--- src/rtl/car_sched_pkg.sv ---
// Shared types and default geometry for the car movement scheduler.
package car_sched_pkg;

   localparam int unsigned CAR_W = 51;
   localparam int unsigned CAR_H = 30;
   localparam int unsigned MAX_X = 1279;
   localparam int unsigned MAX_Y = 799;

   typedef enum logic [1:0] {DirUp, DirDown, DirLeft, DirRight} dir_t;

   typedef enum logic [2:0] {StIdle, StSelect, StProbe, StWait, StCommit} sched_state_t;

endpackage

--- src/rtl/tick_divider.sv ---
// Free-running game-tick divider; tick_o is high in the cycle the counter wraps.
module tick_divider #(
   parameter int unsigned TICK_DIV = 262144
) (
   input  logic clk,
   input  logic rst,
   output logic tick_o
);

   localparam int unsigned CntW = (TICK_DIV > 1) ? $clog2(TICK_DIV) : 1;
   localparam logic [CntW-1:0] CntMax = CntW'(TICK_DIV - 1);

   logic [CntW-1:0] cnt_q;

   always_ff @(posedge clk) begin
      if (!rst) begin
         cnt_q <= '0;
      end else if (cnt_q == CntMax) begin
         cnt_q <= '0;
      end else begin
         cnt_q <= cnt_q + 1'b1;
      end
   end

   assign tick_o = (cnt_q == CntMax);

endmodule

--- src/rtl/car_move_sched.sv ---
// Round-robin car mover: each game tick visits every car once, probes the collision mask
// for its requested one-pixel step and commits the step if walkable and unobstructed.
module car_move_sched
   import car_sched_pkg::*;
#(
   parameter int unsigned N_CARS    = 2,
   parameter int unsigned TICK_DIV  = 262144,
   parameter int unsigned CAR_W     = car_sched_pkg::CAR_W,
   parameter int unsigned CAR_H     = car_sched_pkg::CAR_H,
   parameter int unsigned MAX_X     = car_sched_pkg::MAX_X,
   parameter int unsigned MAX_Y     = car_sched_pkg::MAX_Y,
   parameter int unsigned PROBE_LAT = 2,
   parameter logic [11*N_CARS-1:0] INIT_X = {11'd416, 11'd416},
   parameter logic [10*N_CARS-1:0] INIT_Y = {10'd256, 10'd192}
) (
   input  logic                   clk,
   input  logic                   rst,
   input  logic [4*N_CARS-1:0]    dir_req_i,
   input  logic                   walkable_i,
   output logic                   probe_valid_o,
   output logic [10:0]            probe_x_o,
   output logic [9:0]             probe_y_o,
   output logic [11*N_CARS-1:0]   pos_x_o,
   output logic [10*N_CARS-1:0]   pos_y_o,
   output logic                   tick_o,
   output logic                   busy_o,
   output logic                   overrun_o
);

   localparam int unsigned IdxW     = (N_CARS > 1) ? $clog2(N_CARS) : 1;
   localparam int unsigned WaitLast = (PROBE_LAT > 2) ? PROBE_LAT - 2 : 0;
   localparam int unsigned WaitW    = (WaitLast > 0) ? $clog2(WaitLast + 1) : 1;
   localparam logic [11:0] CarW12   = 12'(CAR_W);
   localparam logic [11:0] CarH12   = 12'(CAR_H);
   localparam logic [11:0] MaxX12   = 12'(MAX_X);
   localparam logic [11:0] MaxY12   = 12'(MAX_Y);

   sched_state_t      state_q;
   dir_t              dir_q, sel_dir;
   logic [IdxW-1:0]   cur_q, rr_q, visit_q, cur_nxt, rr_nxt;
   logic [WaitW-1:0]  wait_q;
   logic [10:0]       px_q [N_CARS];
   logic [9:0]        py_q [N_CARS];
   logic              probe_valid_q, overrun_q, tick;
   logic [10:0]       probe_x_q, sel_px;
   logic [9:0]        probe_y_q, sel_py;
   logic [3:0]        req;
   logic [11:0]       cx, cy, nx, ny, ox, oy;
   logic              sel_ok, hit, advance, last_visit;

   tick_divider #(
      .TICK_DIV (TICK_DIV)
   ) u_tick_divider (
      .clk    (clk),
      .rst    (rst),
      .tick_o (tick)
   );

   // Direction decode and legality for the car under SELECT, 12-bit so edges never wrap.
   always_comb begin
      req     = dir_req_i[{cur_q, 2'b00} +: 4];
      cx      = {1'b0, px_q[cur_q]};
      cy      = {2'b0, py_q[cur_q]};
      sel_ok  = 1'b0;
      sel_dir = DirUp;
      sel_px  = px_q[cur_q];
      sel_py  = py_q[cur_q];
      if (req[3]) begin
         sel_dir = DirUp;
         sel_ok  = (cy >= 12'd1);
         sel_py  = 10'(cy - 12'd1);
      end else if (req[2]) begin
         sel_dir = DirDown;
         sel_ok  = (cy + CarH12 <= MaxY12);
         sel_py  = 10'(cy + CarH12);
      end else if (req[1]) begin
         sel_dir = DirLeft;
         sel_ok  = (cx >= 12'd1);
         sel_px  = 11'(cx - 12'd1);
      end else if (req[0]) begin
         sel_dir = DirRight;
         sel_ok  = (cx + CarW12 <= MaxX12);
         sel_px  = 11'(cx + CarW12);
      end
   end

   // Candidate box after the step, tested against every other car's current box.
   always_comb begin
      nx  = cx;
      ny  = cy;
      ox  = '0;
      oy  = '0;
      hit = 1'b0;
      unique case (dir_q)
         DirUp:    ny = cy - 12'd1;
         DirDown:  ny = cy + 12'd1;
         DirLeft:  nx = cx - 12'd1;
         DirRight: nx = cx + 12'd1;
         default:  nx = cx;
      endcase
      for (int j = 0; j < N_CARS; j++) begin
         if (IdxW'(j) != cur_q) begin
            ox = {1'b0, px_q[j]};
            oy = {2'b0, py_q[j]};
            if ((nx < ox + CarW12) && (ox < nx + CarW12) &&
                (ny < oy + CarH12) && (oy < ny + CarH12)) begin
               hit = 1'b1;
            end
         end
      end
   end

   always_comb begin
      cur_nxt    = (cur_q == IdxW'(N_CARS - 1)) ? '0 : cur_q + 1'b1;
      rr_nxt     = (rr_q == IdxW'(N_CARS - 1)) ? '0 : rr_q + 1'b1;
      last_visit = (visit_q == IdxW'(N_CARS - 1));
      advance    = ((state_q == StSelect) && !sel_ok) || (state_q == StCommit);
   end

   always_ff @(posedge clk) begin
      if (!rst) begin
         state_q       <= StIdle;
         dir_q         <= DirUp;
         cur_q         <= '0;
         rr_q          <= '0;
         visit_q       <= '0;
         wait_q        <= '0;
         probe_valid_q <= 1'b0;
         probe_x_q     <= '0;
         probe_y_q     <= '0;
         overrun_q     <= 1'b0;
         for (int i = 0; i < N_CARS; i++) begin
            px_q[i] <= INIT_X[i*11 +: 11];
            py_q[i] <= INIT_Y[i*10 +: 10];
         end
      end else begin
         probe_valid_q <= 1'b0;
         if (tick && (state_q != StIdle)) begin
            overrun_q <= 1'b1;
         end
         unique case (state_q)
            StIdle: begin
               if (tick) begin
                  state_q <= StSelect;
                  cur_q   <= rr_q;
                  visit_q <= '0;
               end
            end
            StSelect: begin
               if (sel_ok) begin
                  state_q       <= StProbe;
                  dir_q         <= sel_dir;
                  probe_valid_q <= 1'b1;
                  probe_x_q     <= sel_px;
                  probe_y_q     <= sel_py;
               end
            end
            StProbe: begin
               state_q <= StWait;
               wait_q  <= '0;
            end
            StWait: begin
               if (wait_q == WaitW'(WaitLast)) begin
                  state_q <= StCommit;
               end else begin
                  wait_q <= wait_q + 1'b1;
               end
            end
            StCommit: begin
               if (walkable_i && !hit) begin
                  px_q[cur_q] <= nx[10:0];
                  py_q[cur_q] <= ny[9:0];
               end
            end
            default: state_q <= StIdle;
         endcase
         if (advance) begin
            if (last_visit) begin
               state_q <= StIdle;
               rr_q    <= rr_nxt;
            end else begin
               state_q <= StSelect;
               cur_q   <= cur_nxt;
               visit_q <= visit_q + 1'b1;
            end
         end
      end
   end

   always_comb begin
      for (int i = 0; i < N_CARS; i++) begin
         pos_x_o[i*11 +: 11] = px_q[i];
         pos_y_o[i*10 +: 10] = py_q[i];
      end
   end

   assign probe_valid_o = probe_valid_q;
   assign probe_x_o     = probe_x_q;
   assign probe_y_o     = probe_y_q;
   assign tick_o        = tick;
   assign busy_o        = (state_q != StIdle);
   assign overrun_o     = overrun_q;

endmodule

--- config.mk ---
export PLATFORM = sky130hd
export DESIGN_NAME = car_move_sched
export DESIGN_NICKNAME = d
export VERILOG_FILES = /design/src/rtl/car_sched_pkg.sv /design/src/rtl/tick_divider.sv /design/src/rtl/car_move_sched.sv
export SDC_FILE = /design/constraint.sdc
export NUM_CORES = 1
export LEC_CHECK = 0
export BUFFER_PORTS_ARGS = -buffer_cell sky130_fd_sc_hd__buf_4
export CORE_MARGIN = 3
export CORE_UTILIZATION = 38
export CTS_BUF_LIST = sky130_fd_sc_hd__clkbuf_4 sky130_fd_sc_hd__clkbuf_8
export CTS_CLUSTER_DIAMETER = 40
export CTS_CLUSTER_SIZE = 40
export DETAILED_ROUTE_END_ITERATION = 10
export SLEW_MARGIN = 20
export SYNTH_ARGS = -nofsm -noshare
export SYNTH_HDL_FRONTEND = slang
export SYNTH_SLANG_ARGS = --single-unit
--- constraint.sdc ---
create_clock -name clk -period 12.3 [get_ports clk]
set_input_delay 2.46 -clock clk [delete_from_list [all_inputs] [get_ports clk]]
set_output_delay 2.46 -clock clk [all_outputs]
set_load 0.005 [all_outputs]
Yosys cells after proc, flatten, opt, wreduce, memory -nomap -nowiden
Memories as Yosys holds them, arrays and structs flattened. A register that Yosys moved wholly into a read port is not among the register bits.
Index checks and enable logic that the tools add are counted.
{"block": "totals", "word_cells": 131, "inputBits": 11, "ff_bits": 50, "mem_bits_rw": 42, "n_memories": 2}
{"block": "classes", "n_lt_le_gt_ge": 12, "mux": 52, "n_addsub": 17, "n_eq_ne": 12, "reduce_logical": 23, "bitwise": 1, "n_shift": 1}
{"memory": "px_q", "depth": 2, "word_bits": 11, "read_ports": 3, "rd_ports_with_merged_regs": 1, "wr": 2, "line_no": "car_move_sched.sv:42", "source": "logic [10:0] px_q [N_CARS];"}
{"memory": "py_q", "depth": 2, "word_bits": 10, "read_ports": 3, "rd_ports_with_merged_regs": 1, "wr": 2, "line_no": "car_move_sched.sv:43", "source": "logic [9:0] py_q [N_CARS];"}
{"op": "$mux 11", "count": 5}
{"op": "$pmux 12 s2", "count": 2}
{"op": "$add 11x6->12 const B", "count": 3}
{"op": "$add 10x5->11 const B", "count": 3}
{"op": "$mux 1", "count": 32}
{"op": "$mux 10", "count": 3}
{"op": "$lt 10x12->1", "count": 2}
{"op": "$lt 11x12->1", "count": 2}
{"op": "$lt 12x11->1", "count": 2}
{"op": "$lt 12x12->1", "count": 2}
{"op": "$add 18x1->18 const B", "count": 1}
{"op": "$eq 18x18->1 const B", "count": 1}
{"op": "$pmux 3 s5", "count": 1}
{"op": "$add 11x1->12 const B", "count": 1}
{"op": "$add 12x5->12 const B", "count": 1}
{"op": "$add 12x6->12 const B", "count": 1}
{"op": "$le 12x10->1 const B", "count": 1}
{"op": "$le 12x11->1 const B", "count": 1}
{"op": "$mux 3", "count": 4}
{"op": "$sub 11x1->12 const B", "count": 1}
{"op": "$add 10x1->11 const B", "count": 1}
{"op": "$ge 11x1->1 const B", "count": 1}
{"op": "$reduce_or 11->1", "count": 1}
{"op": "$sub 10x1->11 const B", "count": 1}
{"op": "other kinds (24)", "count": 45}

Logic depth before layout (Yosys ltp)
Gate-level depths: netlist (run 1).
{"block": "logic_depth", "word_depth": 19, "mapped_depth": 24}

By module
From an unflattened synthesis (run 1), not the netlist that was laid out.
{"block": "unflattened", "hier_cells": 1072, "hier_area_um2": 9200.1}
{"mod": "car_move_sched", "cells_each": 984, "instances": 1, "area_each_um2": 8399.3, "seq_area_each_um2": 1901.8}
{"mod": "tick_divider", "cells_each": 88, "instances": 1, "area_each_um2": 800.8, "seq_area_each_um2": 360.3}

Worst setup path before layout (run 1)
No wires, ideal clock.
{"block": "synth_timing", "path_type": "register to register", "start": "reg (tool-made name)", "end": "mem px_q[0][0] (enable)", "required_time_ns": 11.872, "setup_time_ns": 0.428, "n_path_buf": 4, "arrival_ns": 5.519, "period_less_slack_ns": 5.947, "stages_incl_launch_ff": 23, "setup_slack_ns": 6.353, "path_cell_list": "dfxtp_1 buf_6 buf_6 buf_6 buf_2 mux2i_1 inv_1 ha_1 and4_1 a31oi_1 xnor2_1 nand3_1 nor2b_1 nor2_1 xnor2_1 ha_1 nor2b_1 o21ai_0 o211ai_1 a21oi_1 o311a_1 o211a_2 o21ai_0"}
{"element": "end, declared", "line_no": "car_move_sched.sv:42"}

==> reports/metrics.yaml, run 1 <==
placed_design:
  io_buffers: 77
  placed_area_mm2: 0.00940
  placed_cells: 1348
  place_congestion: 0.927
  hpwl_um: 18800
cts:
  cts_resized: 0
  cts_sinks: 92
  post_cts_buffers: 0
  cts_buffers: 9
  cts_tree: "done"
  ctsHtreeMaxLevel: 3
  clk_path_buf_depth: 2
  clkLatencyLatePin_ps: 380
  clkTransAtPathRegs_ps: 110
  holdBufCountCts: 0
  root_buffer: "clkbuf_8"
logic_synthesis:
  synth_area_per_cell_um2: 8.42
  synthCells: 1035
  synth_top_flop_cell: "dfxtp_1"
  synthTopCellsByArea: "edfxtp_1, ha_1, dfxtp_1"
  synth_top_area_frac: 0.145
  synth-seq-area-share: 0.260
  async_reset_ff_frac: 0
  yosysUniqueCellTypes: 93
  ys_ff_latch: 92
  synth_common_cells: "nor2_1, ha_1, nand2_1, xnor2_1, a21oi_1"
  synth_area_leader_cell: "edfxtp_1"
  yosysWarningCount: 0
  syn_area_mm2: 0.00871
  synth-edff-count: 42
  synth_most_common_cell: "nor2_1"
  syn-num-nets: 1136
grt:
  antenna_found_initial: 0
  grt_pass1_wl_um: 39100
  grt_max_degree: 82
  track_usage: 0.195
  first_global_vias: 7201
  grt_overflow: 0
run:
  max_cap_viol_count: 0
power:
  max-vdd-ir-drop_uv: 42.3
  p_per_area_mw_per_mm2: 71.2
  p_leak_nw: 3.79
sta:
  min_period_ps: 7040
  slew_headroom: 0.330
  fmax_mhz: 142
  finalHoldViolCount: 0
  drv_slew: 0
  rsz0062_at_grt: "no"
  finalSetupViolations: 0
  hold_ws_ps: 473
  tns_ps: 0
  finClkSkew_ps: 14.1
  finalCritPeriodShare: 0.573
  worst_slew_pin_slew_ps: 977
min_path:
  worstHoldPathType: "reg2reg"
  holdPathStages: 1
  hp-start: "u_tick_divider.cnt_q[0]"
  min_to: "u_tick_divider.cnt_q[0]"
outcome:
  status: "finished, final reports clean"
die:
  dieWidth_um: 157
  dieArea_mm2: 0.0248
  row_count: 54
  pin_count: 78
  die_h_um: 157
  initial_utilization: 0.393
  core_mm2: 0.0222
worst_setup_path:
  start_kind: "flop"
  end_kind: "flop"
  reg2reg_slack_ps: 5260
  rr_worst_depth: 21
  required_ps: 12220
  r2r_end: "px_q[1][6]"
  worstSetupPathType: "reg2reg"
  crit_arrival_ps: 6960
  cp_max_fo: 81
route:
  drt-total-wl_um: 24300
  drt_iter0_drc: 497
  drt_first_pass_iters: 5
  ant_nets: 0
  via_per_inst: 5.65
  wl_per_cell_um: 17.8
  drc: 0
  vias: 7709
finish:
  area_growth_pct: 10.3
  drive_gt1_frac: 0.138
  layout.cells.non_filler: 1364
  fillers: 2234
  layout.nets: 1180
  fin_area_mm2: 0.00961
  diodes: 0
==> power breakdown <==
part / switching (W) / internal, W
Sequential: 0.0000127 / 0.000324
Clock: 0.000129 / 0.0000809
Combinational: 0.0000804 / 0.0000582
Total: 0.000222 / 0.000463
==> stage by stage <==
stage	util	total power, W	setup slack [ps]
floorplan	-	0.000439	6350
global placement	0.424	0.000479	5490
detailed placement	0.424	0.000481	5230
CTS	0.433	0.000690	5200
global route	0.434	0.000722	4460
finish	0.434	0.000684	5260
==> kinds of logic (layout without fill, tap and decap cells) <==
kind of cell / after synthesis / in the layout / synth area share
adder cells (fa/ha/maj): 91 / 91 / 0.131
buffers and inverters: 94 / 143 / 0.0515
flip-flops: 92 / 92 / 0.260
XOR/XNOR: 107 / 107 / 0.110
AND/OR/NAND/NOR: 397 / 397 / 0.237
AO/OA/AOI/OAI: 226 / 226 / 0.176
multiplexers: 28 / 28 / 0.0346
==> how the worst max path moves through the flow <==
stage | startpoint | endpoint | depth (start not counted)
2_1_floorplan | flop | px_q[0][0] | 22
3_3_place_gp | flop | px_q[1][0] | 21
3_5_place_dp | flop | px_q[1][1] | 21
4_1_cts | flop | px_q[1][6] | 21
5_1_grt | flop | px_q[1][6] | 21
6_report | flop | px_q[1][6] | 21
==> area by class of cell <==
cell class	instances	area (um2)	area share
clock buffer	9	124	0.0129
multi-input combinational	849	6010	0.626
clock inverter	7	76.3	0.00794
inverter	46	173	0.0180
tap	280	350	0.0365
timing repair buffer	81	608	0.0633
sequential	92	2260	0.236
==> flip-flops by register name, summed over array words and instances, names as in the netlist, named ones only <==
register	flops
px_q	22
py_q	20
u_tick_divider.cnt_q	18
probe_x_o	11
probe_y_o	10
state_q	3
dir_q	2
cur_q	1
last_visit	1
overrun_o	1
probe_valid_o	1
rr_q	1
==> critical path, stage by stage (launching register included) <==
cell and delay [ps]:
dfxtp_2 320, buf_4 670, nor2b_1 180, a21oi_2 260
ha_1 310, nor4b_4 300, o21a_1 150, o21ai_0 100
xnor2_1 560, o21ai_0 230, xnor2_1 250, ha_1 280
a21o_1 180, a21o_1 170, a21o_1 170, a21oi_1 120
o21ai_0 140, and4_1 230, a211oi_1 380, a2111oi_4 90
o31ai_4 700, nand2_1 750
==> routing by layer <==
| metal | up-vias | GRT usage | part of all wire |
|---|---|---|---|
| met5 | - | 0 | 0 |
| met4 | 0 | 0.0388 | 0.010 |
| met3 | 20 | 0.0225 | 0.058 |
| met2 | 238 | 0.296 | 0.43 |
| met1 | 3619 | 0.297 | 0.50 |
| li1 | 3832 | - | - |
==> cells in the final DEF, fill, tap and decap left out, types with 36 or more instances in the layout <==
cell      netlist  layout
nor2_1        124     124
dfxtp_1        50      49
xnor2_1        68      68
inv_1          43      42
a21oi_1        60      60
nand2_1        75      75
o21ai_0        39      38
nand3_1        40      40
ha_1           90      90
edfxtp_1       42      42
xor2_1         36      36
buf_4           3      81
(Power assumes the default switching activity.)
==> run 2, diff against run 1 <==
ABC_AREA = 1   (was default)
clock period = 6.95 ns   (was 12.3 ns; I/O delays follow)
==> reports/metrics.yaml, run 2 <==
cts:
  cts_sinks: 92  # unchanged
  root_buffer: "clkbuf_8"  # unchanged
  cts_tree: "done"  # unchanged
  ctsHtreeMaxLevel: 3  # unchanged
  cts_buffers: 9  # unchanged
  holdBufCountCts: 0  # unchanged
  clkLatencyLatePin_ps: 390  # was 380 ps
  clk_path_buf_depth: 2  # unchanged
  cts_resized: 0  # unchanged
  clkTransAtPathRegs_ps: 100  # was 110 ps
  post_cts_buffers: 0  # unchanged
finish:
  diodes: 0  # unchanged
  largest_register_ffs: 22  # unchanged
  post-route-util: 0.438  # was 0.434
  drive_gt1_frac: 0.120  # was 0.138
  final_common_cell: "nand2_1"  # was nor2_1
  largest_register: "px_q"  # unchanged
  fillers: 2393  # was 2234
  reg_top3: "px_q x22, py_q x20, u_tick_divider.cnt_q x18"  # unchanged
  layout.nets: 1513  # was 1180
  layout_common_cells: "nand2_1, inv_1, nor2_1, nand3_1, ha_1"  # was nor2_1, ha_1, buf_4, nand2_1, xnor2_1
  area_growth_pct: 11.6  # was 10.3%
route:
  ant_nets: 0  # unchanged
  drt_iter0_drc: 903  # was 497
  drt-total-wl_um: 27800  # was 24300 um
  drc: 0  # unchanged
  vias: 9064  # was 7709
  wl_per_cell_um: 16.1  # was 17.8 um
  drt_first_pass_iters: 5  # unchanged
  via_per_inst: 5.24  # was 5.65
worst_setup_path:
  rr_worst_depth: 24  # was 21
  reg2reg_slack_ps: 1230  # was 5260 ps
  crit_arrival_ps: 5750  # was 6960 ps
  cpPeakStageDelay_ps: 750  # about the same
  worstSetupPathType: "reg2reg"  # unchanged
  crit_top_cell: "nand2_1"
  required_ps: 6970  # was 12220 ps
  start_kind: "flop"  # unchanged
  end_kind: "flop"  # unchanged
  cp_max_fo: 21  # was 81
  slowest_stage: "nand2_1"  # unchanged
  crit_chain: "inv_1 -> o21ai_0 -> inv_1 -> ha_1 -> or2_2 -> o211ai_1 -> ha_1 -> nand3_1 -> nand2_1 -> nor2_1 -> xor2_1 -> ha_1 -> inv_1 -> nor3_1 -> a211oi_1 -> nand2_1 -> nand2_1 -> nand3b_1 -> nand3_1 -> nand2_1 -> inv_2 -> nand2_4 -> nand2_4 -> nand2_1"  # was buf_4 -> nor2b_1 -> a21oi_2 -> ha_1 -> nor4b_4 -> o21a_1 -> o21ai_0 -> xnor2_1 -> o21ai_0 -> xnor2_1 -> ha_1 -> a21o_1 -> a21o_1 -> a21o_1 -> a21oi_1 -> o21ai_0 -> and4_1 -> a211oi_1 -> a2111oi_4 -> o31ai_4 -> nand2_1
grt:
  grt_overflow: 0  # unchanged
  grt_pass1_wl_um: 45000  # was 39100 um
  track_usage: 0.214  # was 0.195
  first_global_vias: 8443  # was 7201
  grt_max_degree: 34  # was 82
  antenna_found_initial: 0  # unchanged
outcome:
  status: "finished, final reports clean"  # unchanged
run:
  max_cap_viol_count: 0  # unchanged
sta:
  slew_headroom: 0.351  # was 0.330
  rsz0062_at_grt: "no"  # unchanged
  finalHoldViolCount: 0  # unchanged
  worst_slew_pin_slew_ps: 970  # was 977 ps
  min_period_ps: 5720  # was 7040 ps
  fin_ws_ps: 1230  # was 5260 ps
  finalCritPeriodShare: 0.824  # was 0.573
  finalSetupViolations: 0  # unchanged
  tns_ps: 0  # unchanged
  fmax_mhz: 175  # was 142 MHz
  finClkSkew_ps: 16.3  # was 14.1 ps
  drv_slew: 0  # unchanged
logic_synthesis:
  syn_area_mm2: 0.00899  # was 0.00871 mm2
  synth_top_flop_cell: "dfxtp_1"  # unchanged
  synth-edff-count: 42  # unchanged
  yosysUniqueCellTypes: 51  # was 93
  synth_common_cells: "nand2_1, inv_1, nor2_1, nand3_1, ha_1"  # was nor2_1, ha_1, nand2_1, xnor2_1, a21oi_1
  synth-seq-area-share: 0.252  # was 0.260
  synthTopCellsByArea: "nand2_1, edfxtp_1, ha_1"  # was edfxtp_1, ha_1, dfxtp_1
  async_reset_ff_frac: 0  # unchanged
  synthCells: 1346  # was 1035
  ys_ff_latch: 92  # unchanged
  synth_most_common_cell: "nand2_1"  # was nor2_1
  synth_area_leader_cell: "nand2_1"  # was edfxtp_1
  synth_top_area_frac: 0.155  # was 0.145
  synth_area_per_cell_um2: 6.68  # was 8.42 um2
  syn-num-nets: 1447  # was 1136
  yosysWarningCount: 0  # unchanged
power:
  swShare: 0.373  # was 0.324
  max-vdd-ir-drop_uv: 114  # was 42.3 uV
  p_clk_frac: 0.266  # was 0.306
  switching_power_w: 0.000553  # was 0.000222 W
  pwr-share-seq: 0.408  # was 0.491
  p_total_w: 0.00148  # was 0.000684 W
  p_per_area_mw_per_mm2: 148  # was 71.2 mW/mm2
  p_comb_frac: 0.327  # was 0.202
  p_leak_nw: 4.79  # was 3.79 nW
  power.internal_w: 0.000929  # was 0.000463 W
placed_design:
  hpwl_um: 22100  # was 18800 um
  pre_cts_ws_ps: 1270  # was 5230 ps
  io_buffers: 77  # unchanged
  place_congestion: 0.910  # was 0.927
die:
  initial_utilization: 0.392  # was 0.393
  pin_count: 78  # unchanged
  row_count: 55  # was 54
  die_h_um: 160  # was 157 um
  dieArea_mm2: 0.0255  # was 0.0248 mm2
  dieWidth_um: 160  # was 157 um
  core_mm2: 0.0229  # was 0.0222 mm2
min_path:
  worstHoldPathType: "reg2reg"  # unchanged
  holdPathStages: 1  # unchanged
[run 2: cell families (layout without fill, tap and decap cells)]
logic type	count (synthesis)	after routing	synth area share
simple gates	745	745	0.366
fa+ha+maj	90	90	0.125
buf+inv	186	257	0.0849
mux	2	2	0.00223
compound gates	175	175	0.115
xor+xnor	56	56	0.0546
flops	92	92	0.252
[run 2: cell type report]
type | instances | area, um2 | share of cell area
multi-input combinational | 1068 | 5960 | 0.594
timing repair buffer | 80 | 601 | 0.0599
inverter | 161 | 604 | 0.0602
sequential | 92 | 2260 | 0.226
clock buffer | 10 | 131 | 0.0131
tap | 313 | 392 | 0.0390
clock inverter | 6 | 78.8 | 0.00786
[run 2: worst max-delay path: cells and delay by family (launching register included)]
kind                     cells  cell delay [ps]
AO/OA/AOI/OAI                3              940
XOR/XNOR                     1              160
adder cells (fa/ha/maj)      3             1010
buffers and inverters        4              550
flip-flops                   1              490
AND/OR/NAND/NOR             13             2180
[run 2: worst paths after layout]
kind / from / endpoint
worst min register to register: u_tick_divider.cnt_q[0] / u_tick_divider.cnt_q[0]
worst min-delay path: u_tick_divider.cnt_q[0] / u_tick_divider.cnt_q[0]
worst max register to register: py_q[0][1] / px_q[1][3]
worst max-delay path: py_q[0][1] / px_q[1][3]
[run 2: layer usage]
layer / vias up / share of wire / global-route usage
met3: 28 / 0.057 / 0.0272
met2: 274 / 0.43 / 0.328
met4: 0 / 0.014 / 0.0505
li1: 4584 / - / -
met5: - / 0 / 0
met1: 4178 / 0.50 / 0.320
[run 2: power groups by stage]
stage          combinational [W]  clock [W]  sequential [W]
2_1_floorplan           0.000352          0        0.000606
3_3_place_gp            0.000471          0        0.000617
3_5_place_dp            0.000479          0        0.000616
4_1_cts                 0.000482   0.000399        0.000604
5_1_grt                 0.000556   0.000421        0.000607
6_report                0.000484   0.000394        0.000604
[run 2: stage by stage]
step | cells | cell area, um2 | hold slack, ps
detailed placement | 1714 | 9820 | 449
global placement | 1714 | 9820 | 431
global route | 1730 | 10000 | 499
floorplan | 1346 | 8990 | 418
finish | 1730 | 10000 | 459
CTS | 1730 | 10000 | 462
